===== src/rtl/fetch_stage_if.sv =====
// Bundle of the fetch stage's instruction-memory, redirect and IF/ID slot signals.
// master = the fetch stage; slave = memory plus downstream pipeline.
interface fetch_stage_if #(
  parameter int XLEN = 32
);
  logic            imem_req;
  logic [XLEN-1:0] imem_addr;
  logic            imem_gnt;
  logic            imem_rvalid;
  logic [31:0]     imem_rdata;
  logic            imem_err;
  logic            redirect_valid;
  logic [XLEN-1:0] redirect_pc;
  logic            stall;
  logic            if_valid;
  logic [XLEN-1:0] if_pc;
  logic [31:0]     if_instr;
  logic            if_fault;
  logic            ifid_flush;

  modport master (
    output imem_req, imem_addr, if_valid, if_pc, if_instr, if_fault, ifid_flush,
    input  imem_gnt, imem_rvalid, imem_rdata, imem_err, redirect_valid, redirect_pc, stall
  );

  modport slave (
    input  imem_req, imem_addr, if_valid, if_pc, if_instr, if_fault, ifid_flush,
    output imem_gnt, imem_rvalid, imem_rdata, imem_err, redirect_valid, redirect_pc, stall
  );
endinterface


===== src/rtl/fetch_stage.sv =====
// Instruction fetch: one outstanding memory request, one output slot backed by a
// one-entry hold buffer, and redirect handling that kills in-flight responses.
module fetch_stage #(
  parameter int              XLEN     = 32,
  parameter logic [XLEN-1:0] RESET_PC = 32'h0000_1000
) (
  input  logic         clk,
  input  logic         reset_n,
  fetch_stage_if.master bus
);

  typedef enum logic [1:0] {REQ, WAIT, HOLD, PARK} state_t;

  state_t          state_reg, state_next;
  logic [XLEN-1:0] pc_reg, pc_next;
  logic            kill_reg, kill_next;

  logic            slot_valid_reg;
  logic [XLEN-1:0] slot_pc_reg;
  logic [31:0]     slot_instr_reg;
  logic            slot_fault_reg;

  logic            hold_valid_reg;
  logic [31:0]     hold_instr_reg;
  logic            hold_fault_reg;

  logic            slot_free;
  logic            load_resp;
  logic            load_hold;
  logic            move_hold;

  always_comb begin
    state_next = state_reg;
    pc_next    = pc_reg;
    kill_next  = kill_reg;
    load_resp  = 1'b0;
    load_hold  = 1'b0;
    move_hold  = 1'b0;
    slot_free  = !slot_valid_reg || !bus.stall;

    if (bus.redirect_valid) begin
      pc_next = bus.redirect_pc & ~XLEN'(3);
      case (state_reg)
        REQ: begin
          // An accepted request still owes us a response, which must be discarded.
          state_next = bus.imem_gnt ? WAIT : REQ;
          kill_next  = bus.imem_gnt;
        end
        WAIT: begin
          state_next = bus.imem_rvalid ? REQ : WAIT;
          kill_next  = !bus.imem_rvalid;
        end
        default: begin
          state_next = REQ;
          kill_next  = 1'b0;
        end
      endcase
    end else begin
      case (state_reg)
        REQ: begin
          if (bus.imem_gnt) state_next = WAIT;
        end
        WAIT: begin
          if (bus.imem_rvalid) begin
            if (kill_reg) begin
              kill_next  = 1'b0;
              state_next = REQ;
            end else if (slot_free) begin
              load_resp  = 1'b1;
              state_next = bus.imem_err ? PARK : REQ;
              if (!bus.imem_err) pc_next = pc_reg + XLEN'(4);
            end else begin
              load_hold  = 1'b1;
              state_next = HOLD;
            end
          end
        end
        HOLD: begin
          if (!bus.stall && hold_valid_reg) begin
            move_hold  = 1'b1;
            state_next = hold_fault_reg ? PARK : REQ;
            if (!hold_fault_reg) pc_next = pc_reg + XLEN'(4);
          end
        end
        default: ;
      endcase
    end
  end

  always_ff @(posedge clk or negedge reset_n) begin
    if (!reset_n) begin
      state_reg <= REQ;
      pc_reg    <= RESET_PC;
      kill_reg  <= 1'b0;
    end else begin
      state_reg <= state_next;
      pc_reg    <= pc_next;
      kill_reg  <= kill_next;
    end
  end

  always_ff @(posedge clk or negedge reset_n) begin
    if (!reset_n) begin
      slot_valid_reg <= 1'b0;
      slot_pc_reg    <= '0;
      slot_instr_reg <= '0;
      slot_fault_reg <= 1'b0;
      hold_valid_reg <= 1'b0;
      hold_instr_reg <= '0;
      hold_fault_reg <= 1'b0;
    end else begin
      if (bus.redirect_valid) begin
        slot_valid_reg <= 1'b0;
        hold_valid_reg <= 1'b0;
      end else begin
        if (load_resp) begin
          slot_valid_reg <= 1'b1;
          slot_pc_reg    <= pc_reg;
          slot_instr_reg <= bus.imem_rdata;
          slot_fault_reg <= bus.imem_err;
        end else if (move_hold) begin
          slot_valid_reg <= 1'b1;
          slot_pc_reg    <= pc_reg;
          slot_instr_reg <= hold_instr_reg;
          slot_fault_reg <= hold_fault_reg;
          hold_valid_reg <= 1'b0;
        end else if (slot_valid_reg && !bus.stall) begin
          slot_valid_reg <= 1'b0;
        end
        if (load_hold) begin
          hold_valid_reg <= 1'b1;
          hold_instr_reg <= bus.imem_rdata;
          hold_fault_reg <= bus.imem_err;
        end
      end
    end
  end

  assign bus.imem_req   = reset_n && (state_reg == REQ);
  assign bus.imem_addr  = pc_reg;
  assign bus.ifid_flush = bus.redirect_valid;
  assign bus.if_valid   = slot_valid_reg;
  assign bus.if_pc      = slot_pc_reg;
  assign bus.if_instr   = slot_instr_reg;
  assign bus.if_fault   = slot_fault_reg;

endmodule

===== src/flat_wrapper.sv =====
// flat-port wrapper written by rule: the top's interface ports become plain ports
module fetch_stage_flat 
#(
  parameter int              XLEN     = 32,
  parameter logic [XLEN-1:0] RESET_PC = 32'h0000_1000
)
  (clk, reset_n, bus_imem_req, bus_imem_addr, bus_if_valid, bus_if_pc, bus_if_instr, bus_if_fault, bus_ifid_flush, bus_imem_gnt, bus_imem_rvalid, bus_imem_rdata, bus_imem_err, bus_redirect_valid, bus_redirect_pc, bus_stall);
  fetch_stage_if #(.XLEN(XLEN)) bus_i ();
  input  logic clk;
  input  logic reset_n;
  output wire logic [$bits(bus_i.imem_req)-1:0] bus_imem_req;
  output wire logic [$bits(bus_i.imem_addr)-1:0] bus_imem_addr;
  output wire logic [$bits(bus_i.if_valid)-1:0] bus_if_valid;
  output wire logic [$bits(bus_i.if_pc)-1:0] bus_if_pc;
  output wire logic [$bits(bus_i.if_instr)-1:0] bus_if_instr;
  output wire logic [$bits(bus_i.if_fault)-1:0] bus_if_fault;
  output wire logic [$bits(bus_i.ifid_flush)-1:0] bus_ifid_flush;
  input wire logic [$bits(bus_i.imem_gnt)-1:0] bus_imem_gnt;
  input wire logic [$bits(bus_i.imem_rvalid)-1:0] bus_imem_rvalid;
  input wire logic [$bits(bus_i.imem_rdata)-1:0] bus_imem_rdata;
  input wire logic [$bits(bus_i.imem_err)-1:0] bus_imem_err;
  input wire logic [$bits(bus_i.redirect_valid)-1:0] bus_redirect_valid;
  input wire logic [$bits(bus_i.redirect_pc)-1:0] bus_redirect_pc;
  input wire logic [$bits(bus_i.stall)-1:0] bus_stall;
  assign bus_imem_req = bus_i.imem_req;
  assign bus_imem_addr = bus_i.imem_addr;
  assign bus_if_valid = bus_i.if_valid;
  assign bus_if_pc = bus_i.if_pc;
  assign bus_if_instr = bus_i.if_instr;
  assign bus_if_fault = bus_i.if_fault;
  assign bus_ifid_flush = bus_i.ifid_flush;
  assign bus_i.imem_gnt = bus_imem_gnt;
  assign bus_i.imem_rvalid = bus_imem_rvalid;
  assign bus_i.imem_rdata = bus_imem_rdata;
  assign bus_i.imem_err = bus_imem_err;
  assign bus_i.redirect_valid = bus_redirect_valid;
  assign bus_i.redirect_pc = bus_redirect_pc;
  assign bus_i.stall = bus_stall;
  fetch_stage #(.XLEN(XLEN), .RESET_PC(RESET_PC)) u_core (.clk(clk), .reset_n(reset_n), .bus(bus_i));
endmodule

===== config.mk =====
export PLATFORM = sky130hd
export DESIGN_NAME = fetch_stage_flat
export DESIGN_NICKNAME = d
export VERILOG_FILES = /design/src/rtl/fetch_stage_if.sv /design/src/rtl/fetch_stage.sv /design/src/flat_wrapper.sv
export SDC_FILE = /design/constraint.sdc
export NUM_CORES = 1
export LEC_CHECK = 0
export CAP_MARGIN = 20
export CORE_MARGIN = 3
export CORE_UTILIZATION = 45
export DETAILED_ROUTE_END_ITERATION = 7
export DONT_BUFFER_PORTS = 1
export PLACE_DENSITY_LB_ADDON = 0.08
export SYNTH_ARGS = -nofsm -noshare
export SYNTH_HDL_FRONTEND = slang
export SYNTH_SLANG_ARGS = --single-unit

===== constraint.sdc =====
create_clock -name clk -period 2.7 [get_ports clk]
set_clock_uncertainty 0.05 [all_clocks]
set_input_delay 0.54 -clock clk [delete_from_list [all_inputs] [get_ports clk]]
set_output_delay 0.54 -clock clk [all_outputs]
set_load 0.01 [all_outputs]

-- Word level (Yosys, flattened, before mapping)
Cells that the tools add are included.
- add/subtract/negate cells: 1
- eq/ne operators: 10
- multiplexer cells: 51
- bitwise operators: 1
- reduce and logical (&&, ||, !) cells: 21
- operators by type and width (cell ; count):
    $mux 32 ; 11
    $pmux 32 s2 ; 1
    $add 32x3->32 const B ; 1
    $mux 1 ; 28
    $ne 3x3->1 const B ; 6
    $mux 2 ; 8
    $reduce_and 2->1 ; 4
    $reduce_bool 4->1 ; 2
    $reduce_and 7->1 ; 1
    $ne 3x2->1 const B ; 2
    $pmux 2 s3 ; 1
    $reduce_bool 2->1 ; 3
    $reduce_bool 3->1 ; 2
    $pmux 2 s2 ; 1
    $reduce_and 4->1 ; 1
    $logic_and 1x1->1 ; 3
    $logic_not 1->1 ; 3
    $eq 2x1->1 const B ; 1
    $eq 2x2->1 const B ; 1
    $logic_not 2->1 ; 1
    $pmux 1 s2 ; 1
    $logic_or 1x1->1 ; 1
    $not 1->1 ; 1
- register bits after elaboration: 135
- bits of input ports: 71
- output and inout port bits: 100
- logic and storage cells: 94

-- Depth between registers and ports, before layout
- depth after elaboration: 10
- gate-level depth with buffers: 9
- depth with buffers taken out: 7

-- Worst setup path before layout
OpenSTA, ideal clock, no wires.
- path type: in2reg
- start point: in bus_redirect_valid
- end point: reg u_core.slot_pc_reg[10] (netlist: u_core.bus.if_pc[10])
- library setup time: 125 ps
- data arrival time: 2039 ps
- data required time: 2525 ps
- slack: 487 ps
- stages on the path: 6
- path buffers: 2
- cell sequence: clkbuf_1 > and4bb_2 > nand2_1 > a21oi_1 > buf_2 > mux2_2
- cells in the longest elaborated chain, start to end: 3
- elaborated cells on any way between the ends: 6
- those cells by class: mux (3); bitwise (1); reduce/logical (2)
- RTL lines (element ; RTL line ; text):
    start, declared ; flat_wrapper.sv:22 ; input wire logic [$bits(bus_i.redirect_valid)-1:0] bus_redirect_valid;
    $mux 1 ; fetch_stage.sv:41 ; if (bus.redirect_valid) begin
    $reduce_bool 2->1 (no line) ; n/a ;
    $reduce_and 2->1 (no line) ; n/a ;
    end signal, assigned ; fetch_stage.sv:118 ; slot_pc_reg <= pc_reg;
    end signal, assigned ; fetch_stage.sv:123 ; slot_pc_reg <= pc_reg;
    end, declared ; fetch_stage.sv:19 ; logic [XLEN-1:0] slot_pc_reg;
Several ways; a longest one is shown, not always the timed one.
A chain may end at the register's enable or synchronous reset.

-- Final worst setup path
- start point: reg u_core.pc_reg[12] (netlist: u_core.bus.imem_addr[12])
- end point: reg u_core.pc_reg[22] (netlist: u_core.bus.imem_addr[22])
- cells in the longest elaborated chain, start to end: 7
- elaborated cells on any way between the ends: 9
- those cells by class: add/sub (1); mux (8)
- RTL lines (element ; RTL line ; text):
    start, declared ; fetch_stage.sv:15 ; logic [XLEN-1:0] pc_reg, pc_next;
    start signal, assigned ; fetch_stage.sv:97 ; pc_reg <= pc_next;
    $add 32x3->32 * ; fetch_stage.sv:71, fetch_stage.sv:82 ;
    $mux 32 ; fetch_stage.sv:71 ; if (!bus.imem_err) pc_next = pc_reg + XLEN'(4);
    $mux 32 ; fetch_stage.sv:68 ; end else if (slot_free) begin
    $mux 32 ; fetch_stage.sv:65 ; if (kill_reg) begin
    $mux 32 ; fetch_stage.sv:64 ; if (bus.imem_rvalid) begin
    $pmux 32 s2 * ; fetch_stage.sv:59 ; case (state_reg)
    $mux 32 * ; fetch_stage.sv:41 ;
Every way passes the cells marked *; elsewhere a longest branch is shown, timed or not. The select of a mux whose other input is x is not followed.

==> results.py <==
metrics = {
    "status": {
        "status": "finished with violations",
        "failed_checks": "hold timing",
    },
    "synthesis": {
        "yosys.cell_count.top_type": "dfrtp_1",
        "yosys.cell_types.count": 43,
        "synth_flop_cell": "dfrtp_1",
        "synthSimpleGateAreaFrac": 0.1343,
        "async_flop_share": 1.000,
        "syn-instance-count": 534,
        "synth_common_cells": "130 x dfrtp_1, 66 x mux2_2, 42 x nand2_1",
        "synth_xor_area_frac": 0.03886,
        "synth_top_family_by_area": "multiplexers",
        "synth_top_area_share": 0.5345,
        "netlist.top_cell.by_area": "dfrtp_1",
        "synthAdderAreaFrac": 0.008224,
        "syn_avg_cell_area_sq_um": 11.40,
        "synthMuxAreaShare": 0.1830,
        "synthesis.area_sq_um": 6086,
        "synth_compound_gate_area_share": 0.06373,
        "yosys_warnings": 0,
        "yosys-top-cells-area": "dfrtp_1 53%, mux2_2 12%, mux2i_1 6.1%",
        "synth_edf_count": 0,
        "seq_area_frac_synth": 0.5389,
        "ys_seq_elements": 131,
    },
    "routing": {
        "drcViolationCount": 0,
        "drtIter0Drc": 255,
        "viasPerCell": 5.549,
        "drtAntennaViolNets": 0,
        "vias": 3984,
        "routedWlPerCell_microns": 18.74,
        "routed_wl_mm": 13.45,
        "dr.pass1.iters": 4,
    },
    "power_and_ir_drop": {
        "p_leak_nw": 3.093,
        "total_power_w": 0.006722,
        "p_per_area_nw_per_um2": 980.1,
        "irDropWorstVdd_v": 0.0005010,
    },
    "worst_setup_path": {
        "path_class": "reg2reg",
        "cp-startpoint": "u_core.bus.imem_addr[12]",
        "end_kind": "flip-flop",
        "timing.rr.start": "u_core.bus.imem_addr[12]",
        "cp.required_ns": 2.94,
        "crit_path_max_fanout": 7,
        "critPathLaunchType": "flip-flop",
        "r2r_end": "u_core.bus.imem_addr[22]",
        "regToRegSetupSlack_ns": 0.23,
        "arrival_ns": 2.71,
        "reg2regPathDepth": 5,
    },
    "timing": {
        "tightest_slew_ns": 0.6132,
        "tns_ns": 0,
        "fin_crit_sh": 0.9154,
        "max_freq_mhz": 404.6,
        "hold_viol": 130,
        "slew_headroom": 0.5912,
        "finalCriticalPeriod_ns": 2.472,
        "rsz0062_at_grt": "no",
        "finalSetupViolations": 0,
        "timing.hold.ws_ns": -0.2203,
        "finalMaxSlewViolations": 0,
    },
    "cts": {
        "cts_tree": "done",
        "clockRootBuffer": "clkbuf_16",
        "cts_resized": 0,
        "numClockSinks": 131,
        "insertion_delay_ns": 0.41,
        "clk_pin_slew_worst_paths_ns": 0.06,
        "cts_setup_buffers": 0,
        "cts_buffer_depth": 2,
        "cts_buffers": 17,
        "cts_max_level": 4,
    },
    "global_route": {
        "grt_pass1_vias": 4145,
        "grt_usage": 0.1852,
        "grt_antenna_before_repair": 0,
        "grt_max_degree": 133,
        "grt_overflow_total": 0,
        "grt_pass1_wl_mm": 21.53,
    },
    "floorplan": {
        "ioPinCount": 171,
        "initial_core_util": 0.4708,
        "die_width_microns": 122.3,
        "num_rows": 41,
        "die-area_sq_um": 14960,
        "core-area_sq_um": 12930,
        "die_h_microns": 122.3,
    },
    "place": {
        "portBuffers": 0,
        "place.gp.congestion": 0.7793,
        "dp_hpwl_mm": 9.044,
    },
    "final_layout": {
        "area_growth_pct": 12.71,
        "drive_above_1_share": 0.2234,
        "nets": 611,
        "antenna_cells": 0,
        "fillers": 1170,
    },
    "job": {
        "maxCapViolations": 0,
    },
    "hold_path": {
        "min_path_type": "in2async",
    },
}
-- cells in the final DEF (no fill, tap or decap), drive strengths merged, types with 3 or more instances in the layout --
master,n
clkinv,5
or4,3
nor2b,3
mux2i,37
o21ai,26
nor4,17
xor2,3
dfrtp,130
xnor2,24
nand3,12
clkbuf,23
nor3,6
mux2,66
nand2,42
nand2b,3
nand4,10
nor4b,3
inv,7
a21oi,37
nor2,37
a31oi,3
and4,5
o31ai,3
buf,16
and2,4
conb,4
ha,4
-- final cells by class --
class / instances / area (sq um) / share of cell area
clock inverter: 6 / 55.05 / 0.008026
multi-input combinational: 363 / 2650 / 0.3864
clock buffer: 23 / 488.0 / 0.07114
inverter: 7 / 26.28 / 0.003831
tap: 172 / 215.2 / 0.03138
timing repair buffer: 16 / 145.1 / 0.02116
sequential: 131 / 3279 / 0.4781
-- logic make-up (layout without fill, tap and decap cells) --
family          Yosys count  in the layout
xor+xnor                 27             27
flops                   131            131
compound gates           72             72
simple gates            153            153
buf+inv                  43             52
mux                     103            103
other cells               1              4
fa+ha+maj                 4              4
-- metal layers --
metal	vias to the layer above	GRT usage	share of wire
met1	1969	0.2321	0.42
met2	129	0.2841	0.48
met4	0	0.07628	0.0095
met3	9	0.07696	0.091
li1	1877	-	-
met5	-	0	0
-- critical path: stages (launching register included) --
cell and delay (ns):
dfstp_2 0.61, nand4_1 0.20, or4_1 0.76, nor4_1 0.35
xor2_1 0.11, mux2_2 0.27
-- stage by stage --
| step | instance area (sq um) | std cells | setup WS [ns] | utilization |
|---|---|---|---|---|
| 3_5_place_dp | 6316 | 689 | 0.2572 | 0.4886 |
| 4_1_cts | 6859 | 718 | 0.2432 | 0.5306 |
| 5_1_grt | 6859 | 718 | 0.1355 | 0.5306 |
| 2_1_floorplan | 6097 | 537 | 0.4867 | - |
| 3_3_place_gp | 6316 | 689 | 0.2843 | 0.4886 |
| 6_report | 6859 | 718 | 0.2285 | 0.5306 |
-- where the power goes --
group	switching (W)	total (W)	internal, W
Sequential	0.000710	0.00329	0.00258
Combinational	0.000664	0.00132	0.000656
Clock	0.000774	0.00211	0.00134
Total	0.00215	0.00672	0.00458
-- worst max-delay path by stage --
stage,slack [ns],depth (start not counted),endpoint
6_report,0.23,5,u_core.bus.imem_addr[22]
5_1_grt,0.14,5,u_core.bus.imem_addr[24]
4_1_cts,0.24,5,u_core.bus.imem_addr[24]
3_5_place_dp,0.26,5,u_core.bus.imem_addr[24]
3_3_place_gp,0.28,5,u_core.bus.imem_addr[24]
2_1_floorplan,0.49,6,u_core.bus.if_pc[10]
(Power assumes the default switching activity.)
